--- src/rtl/reg_dump_scanner_pkg.sv ---
// Shared types and constants for the register-dump scanner: state encoding,
// default widths and the byte-select helper used by the LED mux.
package reg_dump_scanner_pkg;

   typedef enum logic [1:0] {
      IDLE  = 2'd0,
      LATCH = 2'd1,
      SHOW  = 2'd2,
      DONE  = 2'd3
   } state_e;

   localparam int ADDR_W_DEF     = 5;
   localparam int DATA_W_DEF     = 32;
   localparam int BYTES_PER_WORD = 4;

   function automatic logic [7:0] byte_of(input logic [DATA_W_DEF-1:0] word,
                                          input logic [1:0]            sel);
      return word[8*sel +: 8];
   endfunction

endpackage

--- src/rtl/reg_dump_scanner_dwell_timer.sv ---
// Dwell counter: counts enabled cycles from 0 up to DWELL-1 and flags the
// terminal cycle with a one-cycle expire, then wraps back to 0.
module dwell_timer #(
   parameter int unsigned DWELL = 50000000
) (
   input  logic Clk,
   input  logic Reset,
   input  logic en,
   input  logic clr,
   output logic expire
);

   localparam int CNT_W = (DWELL > 1) ? $clog2(DWELL) : 1;
   localparam logic [CNT_W-1:0] CNT_LAST = CNT_W'(DWELL - 1);

   logic [CNT_W-1:0] cnt_q, cnt_d;

   // Expire is gated by enable so a held (paused) terminal count never advances.
   always_comb begin
      cnt_d  = cnt_q;
      expire = en && (cnt_q == CNT_LAST);
      if (clr) begin
         cnt_d = '0;
      end else if (en) begin
         cnt_d = expire ? '0 : cnt_q + 1'b1;
      end
   end

   always_ff @(posedge Clk) begin
      if (Reset) begin
         cnt_q <= '0;
      end else begin
         cnt_q <= cnt_d;
      end
   end

endmodule

--- src/rtl/reg_dump_scanner.sv ---
// Walks a wrapping range of register-file addresses, latches each word and
// shows it on the LEDs one byte at a time, most-significant byte first.
//
// state | meaning
// IDLE  | waiting for Start; LED dark
// LATCH | R_Addr = cur_addr, capture R_Data into data_q
// SHOW  | display data_q byte Byte_Sel for DWELL unpaused cycles per byte
// DONE  | one-cycle Done pulse, then back to IDLE
module reg_dump_scanner
   import reg_dump_scanner_pkg::*;
#(
   parameter int          ADDR_W = ADDR_W_DEF,
   parameter int          DATA_W = DATA_W_DEF,
   parameter int unsigned DWELL  = 50000000
) (
   input  logic              Clk,
   input  logic              Reset,
   input  logic              Start,
   input  logic              Pause,
   input  logic [ADDR_W-1:0] Addr_First,
   input  logic [ADDR_W-1:0] Addr_Last,
   output logic [ADDR_W-1:0] R_Addr,
   input  logic [DATA_W-1:0] R_Data,
   output logic [7:0]        LED,
   output logic [1:0]        Byte_Sel,
   output logic              Busy,
   output logic              Done
);

   localparam logic [1:0] TOP_BYTE = 2'(BYTES_PER_WORD - 1);

   state_e            state_q, state_d;
   logic [ADDR_W-1:0] cur_addr_q, cur_addr_d;
   logic [ADDR_W-1:0] last_addr_q, last_addr_d;
   logic [DATA_W-1:0] data_q, data_d;
   logic [1:0]        byte_sel_q, byte_sel_d;
   logic              dwell_en, dwell_clr, dwell_expire;

   assign dwell_en  = (state_q == SHOW) && !Pause;
   assign dwell_clr = (state_q == LATCH);

   dwell_timer #(.DWELL(DWELL)) u_dwell_timer (
      .Clk    (Clk),
      .Reset  (Reset),
      .en     (dwell_en),
      .clr    (dwell_clr),
      .expire (dwell_expire)
   );

   always_comb begin
      state_d     = state_q;
      cur_addr_d  = cur_addr_q;
      last_addr_d = last_addr_q;
      data_d      = data_q;
      byte_sel_d  = byte_sel_q;
      unique case (state_q)
         IDLE: begin
            if (Start) begin
               cur_addr_d  = Addr_First;
               last_addr_d = Addr_Last;
               state_d     = LATCH;
            end
         end
         LATCH: begin
            data_d     = R_Data;
            byte_sel_d = TOP_BYTE;
            state_d    = SHOW;
         end
         SHOW: begin
            if (dwell_expire) begin
               if (byte_sel_q != 2'd0) begin
                  byte_sel_d = byte_sel_q - 1'b1;
               end else if (cur_addr_q != last_addr_q) begin
                  // Natural wrap of the address counter gives the 31 -> 0 range walk.
                  cur_addr_d = cur_addr_q + 1'b1;
                  state_d    = LATCH;
               end else begin
                  state_d = DONE;
               end
            end
         end
         DONE: begin
            state_d = IDLE;
         end
         default: begin
            state_d = IDLE;
         end
      endcase
   end

   always_ff @(posedge Clk) begin
      if (Reset) begin
         state_q     <= IDLE;
         cur_addr_q  <= '0;
         last_addr_q <= '0;
         data_q      <= '0;
         byte_sel_q  <= TOP_BYTE;
      end else begin
         state_q     <= state_d;
         cur_addr_q  <= cur_addr_d;
         last_addr_q <= last_addr_d;
         data_q      <= data_d;
         byte_sel_q  <= byte_sel_d;
      end
   end

   assign R_Addr   = cur_addr_q;
   assign Byte_Sel = byte_sel_q;
   assign Busy     = (state_q == LATCH) || (state_q == SHOW);
   assign Done     = (state_q == DONE);
   assign LED      = (state_q == SHOW) ? byte_of(data_q, byte_sel_q) : 8'h00;

endmodule

--- config.mk ---
export PLATFORM = sky130hd
export DESIGN_NAME = reg_dump_scanner
export DESIGN_NICKNAME = d
export VERILOG_FILES = /design/src/rtl/reg_dump_scanner_pkg.sv /design/src/rtl/reg_dump_scanner_dwell_timer.sv /design/src/rtl/reg_dump_scanner.sv
export SDC_FILE = /design/constraint.sdc
export NUM_CORES = 1
export LEC_CHECK = 0
export CAP_MARGIN = 20
export CORE_UTILIZATION = 39
export DETAILED_ROUTE_END_ITERATION = 6
export PLACE_DENSITY = 0.73
export SYNTH_ARGS = -nofsm -noshare
export SYNTH_HDL_FRONTEND = slang
export SYNTH_SLANG_ARGS = --single-unit
--- constraint.sdc ---
create_clock -name Clk -period 2.9 [get_ports Clk]
set_input_delay 0.58 -clock Clk [delete_from_list [all_inputs] [get_ports Clk]]
set_output_delay 0.58 -clock Clk [all_outputs]
set_load 0.05 [all_outputs]
After elaboration in Yosys (flattened, before gate mapping)
Index checks and enable logic that the tools add are counted.

Eq/ne operators: 10. Shift-type cells: 1. Multiplexer cells: 15. Reduce and logical (&&, ||, !) cells: 13. $add $sub $neg: 3.

Operator list (number): $shiftx A32 B6 Y8 (1); $add A26 B1 Y26 const B (1); $eq A26 B26 Y1 const B (1); $mux W26 (1); $mux W5 (4); $mux W2 (6); $pmux W5 S2 (1); $mux W8 (1); $pmux W2 S4 (1); $ne A2 B2 Y1 const B (3); $reduce_and A3 Y1 (2); $reduce_bool A2 Y1 (3); $add A5 B1 Y5 const B (1); $ne A5 B5 Y1 (1); $reduce_and A5 Y1 (1); $eq A2 B2 Y1 const B (2); $ne A2 B1 Y1 const B (2); $pmux W2 S2 (1); $eq A2 B1 Y1 const B (1); $logic_and A1 B1 Y1 (2); $logic_not A2 Y1 (1); $reduce_and A2 Y1 (1); $reduce_or A2 Y1 (1); $sub A2 B1 Y2 const B (1); 2 further kinds (2).

Flip-flop bits (word level): 72. Word-level logic and storage cells: 48. Output and inout port bits: 17.

Longest topological paths before layout
Depth in word-level cells: 5. Depth in mapped cells: 8. Depth with buffers taken out: 7.

Cells and area by module
Synthesis repeated with hierarchy kept, for this count alone.

Cell total of the unflattened synthesis: 386. Area, all modules: 3639.7 µm².

By module, submodules not included: reg_dump_scanner (instances 1, area an instance 2296.0 µm², cells each 230); dwell_timer (instances 1, area an instance 1343.8 µm², cells each 156).

Worst setup path before layout
OpenSTA, ideal clock, no wires.

Path kind: reg-to-output. Start point: reg byte_sel_q[0] (netlist: Byte_Sel[0]). End point: out LED[0]. Required time: 2.320 ns. Cell stages (with the launch flop): 4. Setup slack: 0.295 ns. Arrival time: 2.025 ns. Buffers on the path: 1. Cells stage by stage: dfxtp_1 -> buf_1 -> mux4_2 -> and2_1.

Word-level cells in the longest chain between the ends: 2.

Ends and longest elaborated chain: start, declared (RTL line reg_dump_scanner.sv:36) `logic [1:0] byte_sel_q, byte_sel_d;`; start signal, assigned (RTL line reg_dump_scanner.sv:103) `byte_sel_q <= byte_sel_d;`; $shiftx A32 B6 Y8 (RTL line reg_dump_scanner_pkg.sv:18) `return word[8*sel +: 8];`; $mux W8 (RTL line reg_dump_scanner.sv:111) `assign LED = (state_q == SHOW) ? byte_of(data_q, byte_sel_q) : 8'h00;`; end, declared (RTL line reg_dump_scanner.sv:24) `output logic [7:0] LED,`.

Every way passes these cells.

Worst setup path in the final report
Start point: reg state_q[0]. End point: out Busy.

Word-level cells in the longest chain between the ends: 2. Elaborated cells between the ends (all ways): 3.

Ends and longest elaborated chain: start, declared (RTL line reg_dump_scanner.sv:32) `state_e state_q, state_d;`; start signal, assigned (RTL line reg_dump_scanner.sv:99) `state_q <= state_d;`; $eq A2 B1 Y1 / $eq A2 B2 Y1 (equally long branches) (RTL line reg_dump_scanner.sv:109) `assign Busy = (state_q == LATCH) || (state_q == SHOW);`; $logic_or A1 B1 Y1 (*) (RTL line reg_dump_scanner.sv:109); end, declared (RTL line reg_dump_scanner.sv:26) `output logic Busy,`.

Every way passes the cells marked *; elsewhere a longest branch is shown, timed or not.

==> results.py <==
metrics = {
    "clocking": {
        "ctsHoldBuffers": 0,
        "clkTransAtPathRegs_ns": 0.08,
        "post_cts_buffers": 0,
        "clockBufferDepth": 2,
        "cts_tree": "done",
        "cts_buffers": 9,
        "clk_latency_ns": 0.34,
        "root_buffer": "clkbuf_8",
        "cts_max_level": 3,
        "clock_sinks": 72,
        "cts_resized": 0,
    },
    "cells_and_area": {
        "num_antenna_cells": 0,
        "final_common_cell": "dfxtp_1",
        "nets": 483,
        "drive_gt1_share_pct": 11.26,
        "nFillCells": 766,
        "syn_to_final_growth_pct": 26.77,
        "final_cells": 540,
        "final_cell_mix": "72 x dfxtp_1, 59 x nor2_1, 54 x clkdlybuf4s50_1, 32 x mux2i_1, 20 x nand2_1",
    },
    "routing": {
        "via_per_inst": 5.298,
        "postRouteAntennaNets": 0,
        "wl_um": 7469,
        "vias": 2861,
        "drc_errors": 0,
        "drtPass1Iterations": 4,
        "drt_iter0_markers": 63,
        "wl_per_cell_um": 13.83,
    },
    "power": {
        "power.density_nw_per_um2": 742.3,
        "cellLeakagePower_nw": 1.590,
        "peakVddDrop_uv": 488.6,
    },
    "timing": {
        "rsz0062_at_grt": "no",
        "period_share_pct": 85.81,
        "fin_skew_ns": 0.007355,
        "min_period_ns": 2.488,
        "setup_viol": 0,
        "tns_ns": 0,
        "relSlewSlack_pct": 65.64,
        "fmax_mhz": 401.9,
        "hold_viol_final": 0,
        "drv_slew": 0,
        "worst_pin_slew_ns": 0.5138,
    },
    "worst_setup_path": {
        "crit_path_end_kind": "output port",
        "max_stage_delay_ns": 0.81,
        "path_buf_inv": 2,
        "crit_chain": "inv_1 > ha_1 > clkdlybuf4s50_1",
        "slowest_stage": "clkdlybuf4s50_1",
        "critPathKind": "flop to output port",
        "critPathTopFamily": "buffers and inverters",
        "crit_path_start_kind": "flop",
        "cp.required_ns": 2.32,
        "worstPathMaxFanout": 4,
        "crit_arrival_ns": 1.91,
    },
    "floorplanning": {
        "start_util_pct": 40.97,
        "coreArea_sq_um": 8341,
        "pin_count": 63,
        "dieHeight_um": 95.61,
        "dieArea_sq_um": 9140,
        "floorplan.die.width_um": 95.61,
        "fp-row-count": 33,
    },
    "grt": {
        "grt_max_degree": 50,
        "grt.total_usage_pct": 18.08,
        "antenna_found_initial": 0,
        "overflow": 0,
        "grt_pass1_vias": 2764,
        "grt_first_pass_wirelength_um": 12740,
    },
    "run": {
        "maxCapViolations": 0,
    },
    "status": {
        "status": "completed",
    },
    "logic_synthesis": {
        "synth-compound-area-share_pct": 8.275,
        "synthDistinctLibCells": 45,
        "synth_ff_type": "dfxtp_1",
        "ys_async_sr_fraction_pct": 0,
        "synth.mux.area_fraction_pct": 14.98,
        "ys_seq_area_share_pct": 42.18,
        "synth-seq-cells": 72,
        "synthAdderAreaFrac_pct": 2.563,
        "ys_warn_count": 0,
        "synth_top_family_by_area": "simple AND/OR/NAND/NOR gates",
        "synth_xor_xnor_area_share_pct": 6.152,
        "synth_edf_count": 0,
        "synthCells": 366,
        "synth-simple-area-share_pct": 22.19,
        "syn-num-nets": 419,
        "synth_area_sq_um": 3417,
        "avgSynthCellArea_sq_um": 9.336,
    },
    "hold_path": {
        "hp-class": "flop to flop",
    },
    "placement": {
        "io_buffers": 62,
        "dpl.hpwl_um": 5370,
        "routabilityCongestion": 0.8263,
        "place_inst": 524,
    },
}
sequential cells by signal (all words and copies together), names as in the netlist:
name,cells
data_q,32
u_dwell_timer.cnt_q,26
R_Addr,5
last_addr_q,5
Byte_Sel,2
state_q,2
routing by layer:
| layer | track usage [%] | wire, um | up-vias |
|---|---|---|---|
| met5 | 0 | 0 | - |
| met4 | 5.970 | 104 | 0 |
| met3 | 5.104 | 317 | 12 |
| met2 | 30.71 | 3710 | 62 |
| met1 | 21.92 | 3336 | 1362 |
| li1 | - | - | 1425 |
worst min-delay path, delay by kind of cell (launching register included):
kind	cells	cell delay [ns]
AO/OA/AOI/OAI	1	0.05
flip-flops	1	0.32
AND/OR/NAND/NOR	1	0.05
per-stage QoR:
| step | utilization, % | worst slack [ns] | power [mW] | cell area (sq um) | hold slack [ns] |
|---|---|---|---|---|---|
| after global routing | 51.94 | 0.3063 | 3.416 | 4332 | 0.4995 |
| after floorplan | - | 0.2946 | 2.144 | 3417 | 0.4474 |
| final | 51.94 | 0.4115 | 3.215 | 4332 | 0.4734 |
| after detailed placement | 49.69 | 0.2226 | 2.477 | 4144 | 0.4668 |
| after global placement | 49.69 | 0.2697 | 2.439 | 4144 | 0.4631 |
| after CTS | 51.94 | 0.3737 | 3.244 | 4332 | 0.4780 |
area by class of cell:
type	count	area [sq um]	share of cell area [%]
clock buffer	10	127.6	2.946
clock inverter	6	60.06	1.386
inverter	10	37.54	0.8666
multi-input combinational	266	1853	42.78
sequential	72	1441	33.28
tap	105	131.4	3.033
timing repair buffer	71	680.7	15.71
cells in the mapped netlist, drive strengths merged (2+ instances only):
master   n  area (sq um)
dfxtp   72          1441
nor2    59         221.5
mux2i   32         320.3
nand2   20         75.07
a21oi   16         80.08
nand3   16         80.08
xor2    15         131.4
and2    10         62.56
clkbuf  10         37.54
inv     10         37.54
nand4   10         62.56
xnor2    9         78.83
buf      8         50.04
mux4     8         180.2
ha       7         87.58
nor3     6         30.03
nor4     6         37.54
nand2b   5         31.28
o21ai    5         25.02
or3      5         32.53
a221oi   4         35.03
o32ai    4         35.03
or4      4         37.53
a21o     3         22.52
and4     3         26.28
a211oi   2         15.01
a21boi   2         15.01
nor4bb   2         20.02
o31ai    2         15.01
logic make-up (layout without fill, tap and decap cells):
| kind of cell | after synthesis | in the layout |
|---|---|---|
| simple gates | 151 | 151 |
| flops | 72 | 72 |
| compound gates | 43 | 43 |
| mux | 41 | 41 |
| buf+inv | 28 | 97 |
| xor+xnor | 24 | 24 |
| fa+ha+maj | 7 | 7 |
worst paths after layout:
kind | startpoint | endpoint | slack, ns | cells past startpoint
min reg2reg | last_addr_q[3]$_SDFFE_PP0P_ | last_addr_q[3]$_SDFFE_PP0P_ | 0.47 | 2
max | state_q[0]$_SDFFE_PP0P_ | Busy | 0.41 | 3
min | last_addr_q[3]$_SDFFE_PP0P_ | last_addr_q[3]$_SDFFE_PP0P_ | 0.47 | 2
max reg2reg | state_q[0]$_SDFFE_PP0P_ | R_Addr[4]$_SDFFE_PP0P_ | 0.60 | 7
power by group:
group	internal (mW)	leakage, nW	switching, mW
logic	0.533	0.912	0.645
registers	1.15	0.586	0.127
clock network	0.393	0.0920	0.372
total	2.07	1.59	1.14
Power figures use the tool's default switching activity.
